[src/rtl/mult_accum_stage.sv]
// mult_accum_stage: first register stage after the 4x4 array multiplier.
// Sums a group of product beats, delimited by in_last, into a wide
// accumulator. The finished group sum, the saturating beat count and the
// sticky overflow flag are presented on a registered valid/ready output.
module mult_accum_stage #(
    parameter int unsigned PROD_W = 8,
    parameter int unsigned ACC_W  = 16,
    parameter int unsigned CNT_W  = 5
) (
    input  logic              clk,
    input  logic              rst,
    input  logic              in_valid,
    output logic              in_ready,
    input  logic [PROD_W-1:0] in_prod,
    input  logic              in_last,
    output logic              out_valid,
    input  logic              out_ready,
    output logic [ACC_W-1:0]  out_sum,
    output logic [CNT_W-1:0]  out_count,
    output logic              out_ovf
);

    typedef enum logic {
        ACCUM = 1'b0,
        HOLD  = 1'b1
    } state_t;

    state_t             state_q, state_d;
    logic [ACC_W-1:0]   acc_q, acc_d;
    logic [CNT_W-1:0]   cnt_q, cnt_d;
    logic               ovf_q, ovf_d;
    logic               out_valid_q, out_valid_d;
    logic [ACC_W-1:0]   out_sum_q, out_sum_d;
    logic [CNT_W-1:0]   out_count_q, out_count_d;
    logic               out_ovf_q, out_ovf_d;

    logic               beat_acc;
    logic [ACC_W:0]     prod_ext;
    logic [ACC_W:0]     sum_ext;
    logic [CNT_W-1:0]   cnt_inc;

    // State register
    always_ff @(posedge clk) begin
        if (rst) begin
            state_q <= ACCUM;
        end else begin
            state_q <= state_d;
        end
    end

    // Next-state logic: a last beat closes the group, the output handshake reopens it
    always_comb begin
        state_d = state_q;
        case (state_q)
            ACCUM:   if (beat_acc && in_last) state_d = HOLD;
            HOLD:    if (out_ready)           state_d = ACCUM;
            default: state_d = ACCUM;
        endcase
    end

    // FSM outputs: ready depends only on the registered state
    always_comb begin
        in_ready = (state_q == ACCUM);
    end

    // Adder with carry-out, and the saturating beat count
    always_comb begin
        beat_acc = in_valid && (state_q == ACCUM);
        prod_ext = '0;
        prod_ext[PROD_W-1:0] = in_prod;
        sum_ext  = {1'b0, acc_q} + prod_ext;
        cnt_inc  = (cnt_q == '1) ? cnt_q : cnt_q + CNT_W'(1);
    end

    // Datapath next values: accumulate, close a group, release a held result
    always_comb begin
        acc_d       = acc_q;
        cnt_d       = cnt_q;
        ovf_d       = ovf_q;
        out_valid_d = out_valid_q;
        out_sum_d   = out_sum_q;
        out_count_d = out_count_q;
        out_ovf_d   = out_ovf_q;
        if (beat_acc) begin
            if (in_last) begin
                out_sum_d   = sum_ext[ACC_W-1:0];
                out_ovf_d   = ovf_q | sum_ext[ACC_W];
                out_count_d = cnt_inc;
                out_valid_d = 1'b1;
                acc_d       = '0;
                cnt_d       = '0;
                ovf_d       = 1'b0;
            end else begin
                acc_d = sum_ext[ACC_W-1:0];
                ovf_d = ovf_q | sum_ext[ACC_W];
                cnt_d = cnt_inc;
            end
        end
        if ((state_q == HOLD) && out_ready) begin
            out_valid_d = 1'b0;
        end
    end

    // Datapath registers
    always_ff @(posedge clk) begin
        if (rst) begin
            acc_q       <= '0;
            cnt_q       <= '0;
            ovf_q       <= 1'b0;
            out_valid_q <= 1'b0;
            out_sum_q   <= '0;
            out_count_q <= '0;
            out_ovf_q   <= 1'b0;
        end else begin
            acc_q       <= acc_d;
            cnt_q       <= cnt_d;
            ovf_q       <= ovf_d;
            out_valid_q <= out_valid_d;
            out_sum_q   <= out_sum_d;
            out_count_q <= out_count_d;
            out_ovf_q   <= out_ovf_d;
        end
    end

    assign out_valid = out_valid_q;
    assign out_sum   = out_sum_q;
    assign out_count = out_count_q;
    assign out_ovf   = out_ovf_q;

endmodule
[config.mk]
export PLATFORM = sky130hd
export DESIGN_NAME = mult_accum_stage
export DESIGN_NICKNAME = d
export VERILOG_FILES = /design/src/rtl/mult_accum_stage.sv
export SDC_FILE = /design/constraint.sdc
export NUM_CORES = 1
export LEC_CHECK = 0
export ABC_AREA = 1
export BUFFER_PORTS_ARGS = -buffer_cell sky130_fd_sc_hd__buf_2
export CAP_MARGIN = 30
export CORE_MARGIN = 10
export CORE_UTILIZATION = 55
export CTS_CLUSTER_SIZE = 30
export DETAILED_ROUTE_END_ITERATION = 6
export PLACE_DENSITY = 0.9
export SETUP_SLACK_MARGIN = 0.05
export SLEW_MARGIN = 40
export SYNTH_ARGS = -nofsm -noshare
export SYNTH_HDL_FRONTEND = slang
export SYNTH_SLANG_ARGS = --single-unit
[constraint.sdc]
create_clock -name clk -period 2.28 [get_ports clk]
set_input_delay 0.456 -clock clk [delete_from_list [all_inputs] [get_ports clk]]
set_output_delay 0.456 -clock clk [all_outputs]
set_load 0.01 [all_outputs]
==> summary.md, run 1 <==
| Metric | Value |
|---|---|
| Net count of the finished layout | `390` |
| Initial antenna violation count | `0` |
| TritonCTS sink count | `46` |
| Kind of start point of the critical path | `register` |
| Cell type with the largest total area after synthesis | `dfxtp_1` |
| End of the worst register-to-register path | `ovf_q$_SDFFE_PP0P_` |
| Vias | `2223` |
| Maximum buffer depth of the clock tree | `2` |
| Cell Area, Placed | `0.00259 mm2` |
| Inserted Diodes | `0` |
| Top Metal Used | `met4` |
| Clock tree root buffer cell | `clkbuf_8` |
| Total met3 wirelength after detailed routing | `~370 um` |
| Largest voltage drop on the vdd net | `around 390 uV` |
| Final hold vios | `0` |
| Number of failing setup endpoints in the final timing report | `0` |
| Clock edge transition at the registers on the reported setup and hold paths | `around 0.080 ns` |
| Layout cells sized above 1 | `19.1%` |
| Number of synthesized register bits | `46` |
| Multiplexer share of the synthesized area | `0%` |
| Placement-stage worst setup slack | `0.191 ns` |
| Worst clock skew | `0.00692 ns` |
| Area of combinational cells with multiple inputs | `roughly 0.0013 mm2` |
| Final cell count without fillers | `417` |
| Power density over cell area | `approximately 620 mW/mm2` |
| Number of flops mapped to enable cells by yosys | `0` |
| Sum of overflow across all layers after global routing | `0` |
| Number of buffers created by CTS | `5` |
| DRC violation count after routing | `0` |
| Critical path data arrival time | `2.04 ns` |
| Area contributors post-synth | `dfxtp_1, nand2_1, nand3_1, a21oi_1, ha_1` |
| Sequential fraction of design power | `50.2%` |
| Critical Path Sink Type | `register` |
| Final Slew Violations | `0` |
| Initial cell density of the core | `57.8%` |
| CTS tree | `yes` |
| Combinational group share of total power | `12.4%` |
| Required arrival time at the worst endpoint | `roughly 2.5 ns` |
| Routed metal-1 wirelength | `around 2.4 mm` |
| Hold Slack | `0.349 ns` |
| Met2 wire len | `2.86 mm` |
| Worst-case headroom to the max-slew limit | `72.7%` |
| Vias in the first global route | `2282` |
| Adder-Cell Fraction of Synth Area | `under 10%` |
| Chip height | `roughly 86 um` |
| Count of synthesis-stage warnings from yosys | `0` |
| Post-synthesis simple-gate area fraction | `around 34%` |
| Source-to-sink clock delay at the later pin of the worst-skew pair | `0.31 ns` |
| Sequential cell area in the final layout | `just over 900 um2` |
| Number of nets still failing antenna checks after routing | `0` |
| Number of filler instances in the final layout | `360` |
| Routability congestion estimate from global placement | `roughly 0.95` |
| IO Pins | `37` |
| Placed Instances | `410` |
| IO Port Bufs | `36` |
| Hold buffer count at CTS | `0` |
| Vias per cell | `5.33` |
| Transition time at the pin with the least slew margin | `approximately 0.41 ns` |
| Capture point of the worst path | `ovf_q$_SDFFE_PP0P_` |
| Leakage power of the design | `0.00136 uW` |
| Internal cell power | `1250 uW` |
| Final routed wire length divided by cell count | `13.7 um` |
| Area share of xor/xnor cells in the synthesized design | `2.22%` |
| Syn Nets | `351` |
| Worst Slack Setup Final | `0.445 ns` |
| Main flop type after synthesis | `dfxtp_1` |
| Max capacitance violation total | `0` |
| Core area | `0.00409 mm2` |
| DRT Wirelength | `around 5.7 mm` |
| Final instance area | `0.00271 mm2` |
| Synthesized netlist cell count | `328` |
| Switching component of the power | `424 uW` |
| Worst setup path startpoint | `acc_q[0]$_SDFFE_PP0P_` |
| Setup repair after global routing missed its margin | `false` |
| Proportion of synthesized flip-flops having asynchronous set or reset | `0%` |
| Switching portion of total power | `25.3%` |
| Clock power frac | `37.4%` |
| Setup Fix Bufs, Post-CTS | `0` |
| Hold Path Class | `input pin to register` |
| Unique masters post-synth | `36` |
| Number of resized instances in the post-cts repair step | `0` |
| Post-detailed-placement half-perimeter wirelength | `between 4 and 5 mm` |
| Average size of a mapped cell | `between 7 and 8 um2` |
| Tot GR Track Use | `16.9%` |
| Area share of the largest cell type after synthesis | `39.0%` |
| Die Span X | `approximately 86 um` |
| Number of DRC markers in iteration 0 | `140` |
| Row count | `23` |
| Number of levels in the clock H-tree | `2` |
| Aggregate negative setup slack | `0 ns` |
| Timing-limited maximum frequency | `0.545 GHz` |
| Min cycle time layout | `1.84 ns` |
| Critical path class | `register to register` |
| Dominant combinational cell family by area after synthesis | `simple AND/OR/NAND/NOR gates` |
| First-pass DRT Iterations | `4` |
| Compound-gate portion of the synthesized area | `11.7%` |
| Run status | `completed` |
| Sequential-to-total area share from yosys stat | `between 30% and 40%` |
| Largest net degree at the start of global routing | `24` |
| Die Area | `0.00732 mm2` |
| Internal reg-to-reg setup slack | `0.44 ns` |
| Area added between synthesis and finish | `14.5%` |
| Worst R2R Start | `acc_q[0]$_SDFFE_PP0P_` |
| Critical Path Fanout Max | `3` |
| Fin crit share | `between 80% and 90%` |
| Synth Cell Area | `between 0.002 and 0.0025 mm2` |
| Global-route wire length before repair | `around 10 mm` |
| Path depth of the worst reg2reg path | `10` |
[per-stage QoR]
step	utilization, %	total power (uW)
after floorplan	-	1000
after global placement	63.4	1060
after detailed placement	63.4	1070
after CTS	66.2	1680
after global routing	66.2	1750
final	66.2	1680
[sequential cells by signal, indices dropped and copies added (netlist names)]
register,count
cnt_q,5
ovf_q,1
out_valid,1
out_count,5
out_sum,16
acc_q,16
out_ovf,1
state_q,1
[routing by layer]
layer  up-vias  GRT usage [%]
li1       1133              -
met1      1005           17.7
met2        74           30.5
met3        11           4.35
met4         0           7.93
met5         -              0
[cells in the final DEF (no fill, tap or decap), types with 6 or more instances in the layout]
cell      netlist  final
ha_1            9      9
inv_1          28     28
dfxtp_1        46     46
buf_2           4     36
clkbuf_8        0      6
a21oi_1        23     23
nand3_1        30     30
nor2_1         17     17
inv_2           7      7
a22o_1          9      9
nand2_1       105    105
[worst max-delay path: stages (launching register included)]
cell and delay [ns]:
dfxtp_1 0.32, ha_1 0.21, fa_1 0.41, nand2_1 0.09
nand2_1 0.08, and2_1 0.18, nand3_1 0.10, nand2_1 0.08
a21o_1 0.17, nand2_1 0.06, nor2_1 0.04
[synth_stat cells (4+ instances only)]
cell type and count:
inv_2 7, nand3b_1 4, o21ai_0 4, nand2_1 105, nor2_1 17, ha_1 9
a21oi_1 23, a22o_1 9, inv_1 28, dfxtp_1 46, nand3_1 30, xor2_1 5
nand2_2 4, buf_2 4
[logic make-up after synthesis]
| family | after synthesis |
|---|---|
| flip-flops | 46 |
| buffers and inverters | 44 |
| XOR/XNOR | 6 |
| adder cells (fa/ha/maj) | 10 |
| AND/OR/NAND/NOR | 177 |
| AO/OA/AOI/OAI | 45 |
[power groups by stage]
stage	logic (uW)	registers [uW]	clock network [uW]
2_1_floorplan	137	864	0
3_3_place_gp	201	859	0
3_5_place_dp	207	860	0
4_1_cts	208	842	633
5_1_grt	236	844	669
6_report	208	842	627
[cell type report]
type / instances / area share [%]
multi-input combinational: 238 / 46.6
sequential: 46 / 34.0
timing repair buffer: 41 / 8.05
inverter: 35 / 4.86
clock buffer: 6 / 3.05
tap: 50 / 2.31
clock inverter: 1 / 1.11
[how the worst min path moves through the flow]
stage	from	to	slack (ns)	cells past startpoint
after floorplan	state_q$_SDFF_PP0_	out_valid$_SDFFE_PP0P_	0.43	1
after global placement	out_sum[14]$_SDFFE_PP0P_	out_sum[14]$_SDFFE_PP0P_	0.43	2
after detailed placement	out_sum[10]$_SDFFE_PP0P_	out_sum[10]$_SDFFE_PP0P_	0.44	2
after CTS	out_ready	out_valid$_SDFFE_PP0P_	0.34	2
after global routing	out_ready	out_valid$_SDFFE_PP0P_	0.36	2
final	out_ready	out_valid$_SDFFE_PP0P_	0.35	2
No activity file was read; power rests on OpenSTA's default activity.
==> run 2: changes to the inputs <==
- clock period: 2.28 -> 1.85 ns (I/O delays scaled with it)
==> summary.md, run 2 (same netlist as run 1, synthesis figures left out) <==
| Metric | Value |
|---|---|
| Routability congestion estimate from global placement | `0.943 (-0.39%)` |
| Number of levels in the clock H-tree | `2 (unchanged)` |
| Inserted Diodes | `0 (unchanged)` |
| Initial cell density of the core | `57.8% (unchanged)` |
| Leading cell types in the layout, fill and taps excluded | `nand2_1, dfxtp_1, buf_2` |
| Utilization after layout | `66.7% (+0.49 points)` |
| TritonCTS sink count | `46 (unchanged)` |
| Fin crit share | `91.7% (+11 points)` |
| Area added between synthesis and finish | `15.4%` |
| Largest voltage drop on the vdd net | `441 uV (+13%)` |
| Required arrival time at the worst endpoint | `2.06 ns (-0.42 ns)` |
| Vias per cell | `5.33 (about the same)` |
| Row count | `23 (unchanged)` |
| Switching component of the power | `528 uW (+25%)` |
| DRC violation count after routing | `0 (unchanged)` |
| Area of combinational cells with multiple inputs | `0.00128 mm2 (+1.9%)` |
| IO Pins | `37 (unchanged)` |
| Number of filler instances in the final layout | `342 (-5.0%)` |
| Vias in the first global route | `2242 (-1.8%)` |
| Kind of start point of the critical path | `register` |
| Number of failing setup endpoints in the final timing report | `0 (unchanged)` |
| Met2 wire len | `2.81 mm (-1.6%)` |
| Worst path max stage delay | `0.35 ns (-0.06 ns)` |
| Min cycle time layout | `1.70 ns (-0.139 ns)` |
| Critical path data arrival time | `1.91 ns (-0.13 ns)` |
| Final Slew Violations | `0 (unchanged)` |
| Timing-limited maximum frequency | `0.589 GHz (+8.2%)` |
| Worst clock skew | `0.00595 ns (-0.000965 ns)` |
| Worst Slack Setup Final | `0.153 ns (-0.291 ns)` |
| Critical path class | `register to register` |
| Sum of overflow across all layers after global routing | `0 (unchanged)` |
| Chip height | `85.5 um (unchanged)` |
| Top Metal Used | `met4` |
| Setup repair after global routing missed its margin | `true` |
| Internal cell power | `1510 uW (+21%)` |
| Number of nets still failing antenna checks after routing | `0 (unchanged)` |
| Global-route wire length before repair | `9.67 mm (-5.2%)` |
| Initial antenna violation count | `0 (unchanged)` |
| Power density over cell area | `748 mW/mm2 (+21%)` |
| CP cell instances | `ha_2 > fa_2 > nand2_2 > nand2_1 > and2_4 > nand3_2 > nand2_1 > a21o_1 > nand2_1 > nand2_1` |
| Post-detailed-placement half-perimeter wirelength | `4.11 mm (-4.4%)` |
| Switching portion of total power | `25.9% (+0.64 points)` |
| Vias | `2229 (+0.27%)` |
| Sequential cell area in the final layout | `921 um2 (unchanged)` |
| Sequential fraction of design power | `50.8% (+0.6 points)` |
| Transition time at the pin with the least slew margin | `0.410 ns (+0.000753 ns)` |
| First-pass DRT Iterations | `4 (unchanged)` |
| Worst path slowest cell | `fa_2` |
| IO Port Bufs | `36 (unchanged)` |
| DRT Wirelength | `5.61 mm (-2.1%)` |
| Aggregate negative setup slack | `0 ns (unchanged)` |
| Routed metal-1 wirelength | `2.36 mm (about the same)` |
| Final hold vios | `0 (unchanged)` |
| Clock power frac | `36.5% (-0.9 points)` |
| Critical Path Fanout Max | `3 (unchanged)` |
| Number of DRC markers in iteration 0 | `155 (+11%)` |
| Placement-stage worst setup slack | `-0.123 ns (-0.314 ns)` |
| Largest net degree at the start of global routing | `24 (unchanged)` |
| Max capacitance violation total | `0 (unchanged)` |
| Tot GR Track Use | `15.7% (-1.2 points)` |
| Total power | `2040 uW (+22%)` |
| Number of buffers created by CTS | `5 (unchanged)` |
| Clock tree root buffer cell | `clkbuf_8` |
| CTS tree | `yes` |
| Final routed wire length divided by cell count | `13.4 um (-2.3%)` |
| Worst-case headroom to the max-slew limit | `72.6% (about the same)` |
| Run status | `completed` |
| Die Area | `0.00732 mm2 (unchanged)` |
| Combinational group share of total power | `12.7% (+0.3 points)` |
| Cell with the most instances on the worst path | `nand2_1` |
| Leakage power of the design | `0.00136 uW (-0.13%)` |
| Layout cells sized above 1 | `21.5% (+2.4 points)` |
| Maximum buffer depth of the clock tree | `2 (unchanged)` |
| Most common cell after layout, fill and taps aside | `nand2_1` |
| Clock edge transition at the registers on the reported setup and hold paths | `0.09 ns (about the same)` |
| Source-to-sink clock delay at the later pin of the worst-skew pair | `0.31 ns (about the same)` |
| Core area | `0.00409 mm2 (unchanged)` |
| Die Span X | `85.5 um (unchanged)` |
| Setup Fix Bufs, Post-CTS | `0 (unchanged)` |
| Critical Path Sink Type | `register` |
| Net count of the finished layout | `390 (unchanged)` |
| Hold Path Class | `input pin to register` |
| Total met3 wirelength after detailed routing | `314 um (-16%)` |
-- run 2: changes by cell type in the layout (fill, tap and decap cells not counted), sizes merged --
cell	before	now
clkinv	0	2
clkbuf	6	5
-- run 2: power by group through the flow --
stage / clock (uW) / combinational [uW] / sequential [uW]
floorplan: 0 / 169 / 1060
global placement: 0 / 247 / 1060
detailed placement: 0 / 254 / 1060
CTS: 761 / 255 / 1040
global route: 787 / 290 / 1040
finish: 744 / 259 / 1040
-- run 2: layout make-up --
class,count,area share [%]
clock inverter,3,1.47
clock buffer,5,2.53
multi-input combinational,238,47.1
inverter,35,4.82
sequential,46,33.8
tap,50,2.30
timing repair buffer,41,7.99
-- run 2: layer usage --
| layer | vias up | GRT usage, % |
|---|---|---|
| met5 | - | 0 |
| met2 | 58 | 28.3 |
| li1 | 1135 | - |
| met3 | 10 | 3.88 |
| met4 | 0 | 6.44 |
| met1 | 1026 | 17.0 |
-- run 2: through the flow --
step	hold WS, ns	std cells	area (um2)
2_1_floorplan	0.426	328	2360
3_5_place_dp	0.437	410	2590
6_report	0.256	418	2730
5_1_grt	0.277	418	2730
3_3_place_gp	0.433	410	2590
4_1_cts	0.258	418	2700
-- run 2: timing repair --
item	in CTS	in global routing
resized for setup	1	8
hold buffers	0	0
pin swaps	0	1
endpoints found under the setup margin	2	17
-- run 2: final timing paths --
kind | start | slack (ns) | to | cells after the start
worst max register to register | acc_q[0]$_SDFFE_PP0P_ | 0.15 | out_ovf$_SDFFE_PP0P_ | 10
worst min register to register | out_sum[10]$_SDFFE_PP0P_ | 0.45 | out_sum[10]$_SDFFE_PP0P_ | 2
worst min-delay path | out_ready | 0.26 | out_valid$_SDFFE_PP0P_ | 2
worst max-delay path | acc_q[0]$_SDFFE_PP0P_ | 0.15 | out_ovf$_SDFFE_PP0P_ | 10
-- run 2: worst max-delay path: cells and delay by family, from the launching register on --
kind | cells | cell delay [ns]
adders and majority gates | 2 | 0.53
and+or+nand+nor | 7 | 0.55
AOI/OAI and AO/OA | 1 | 0.19
DFF | 1 | 0.32
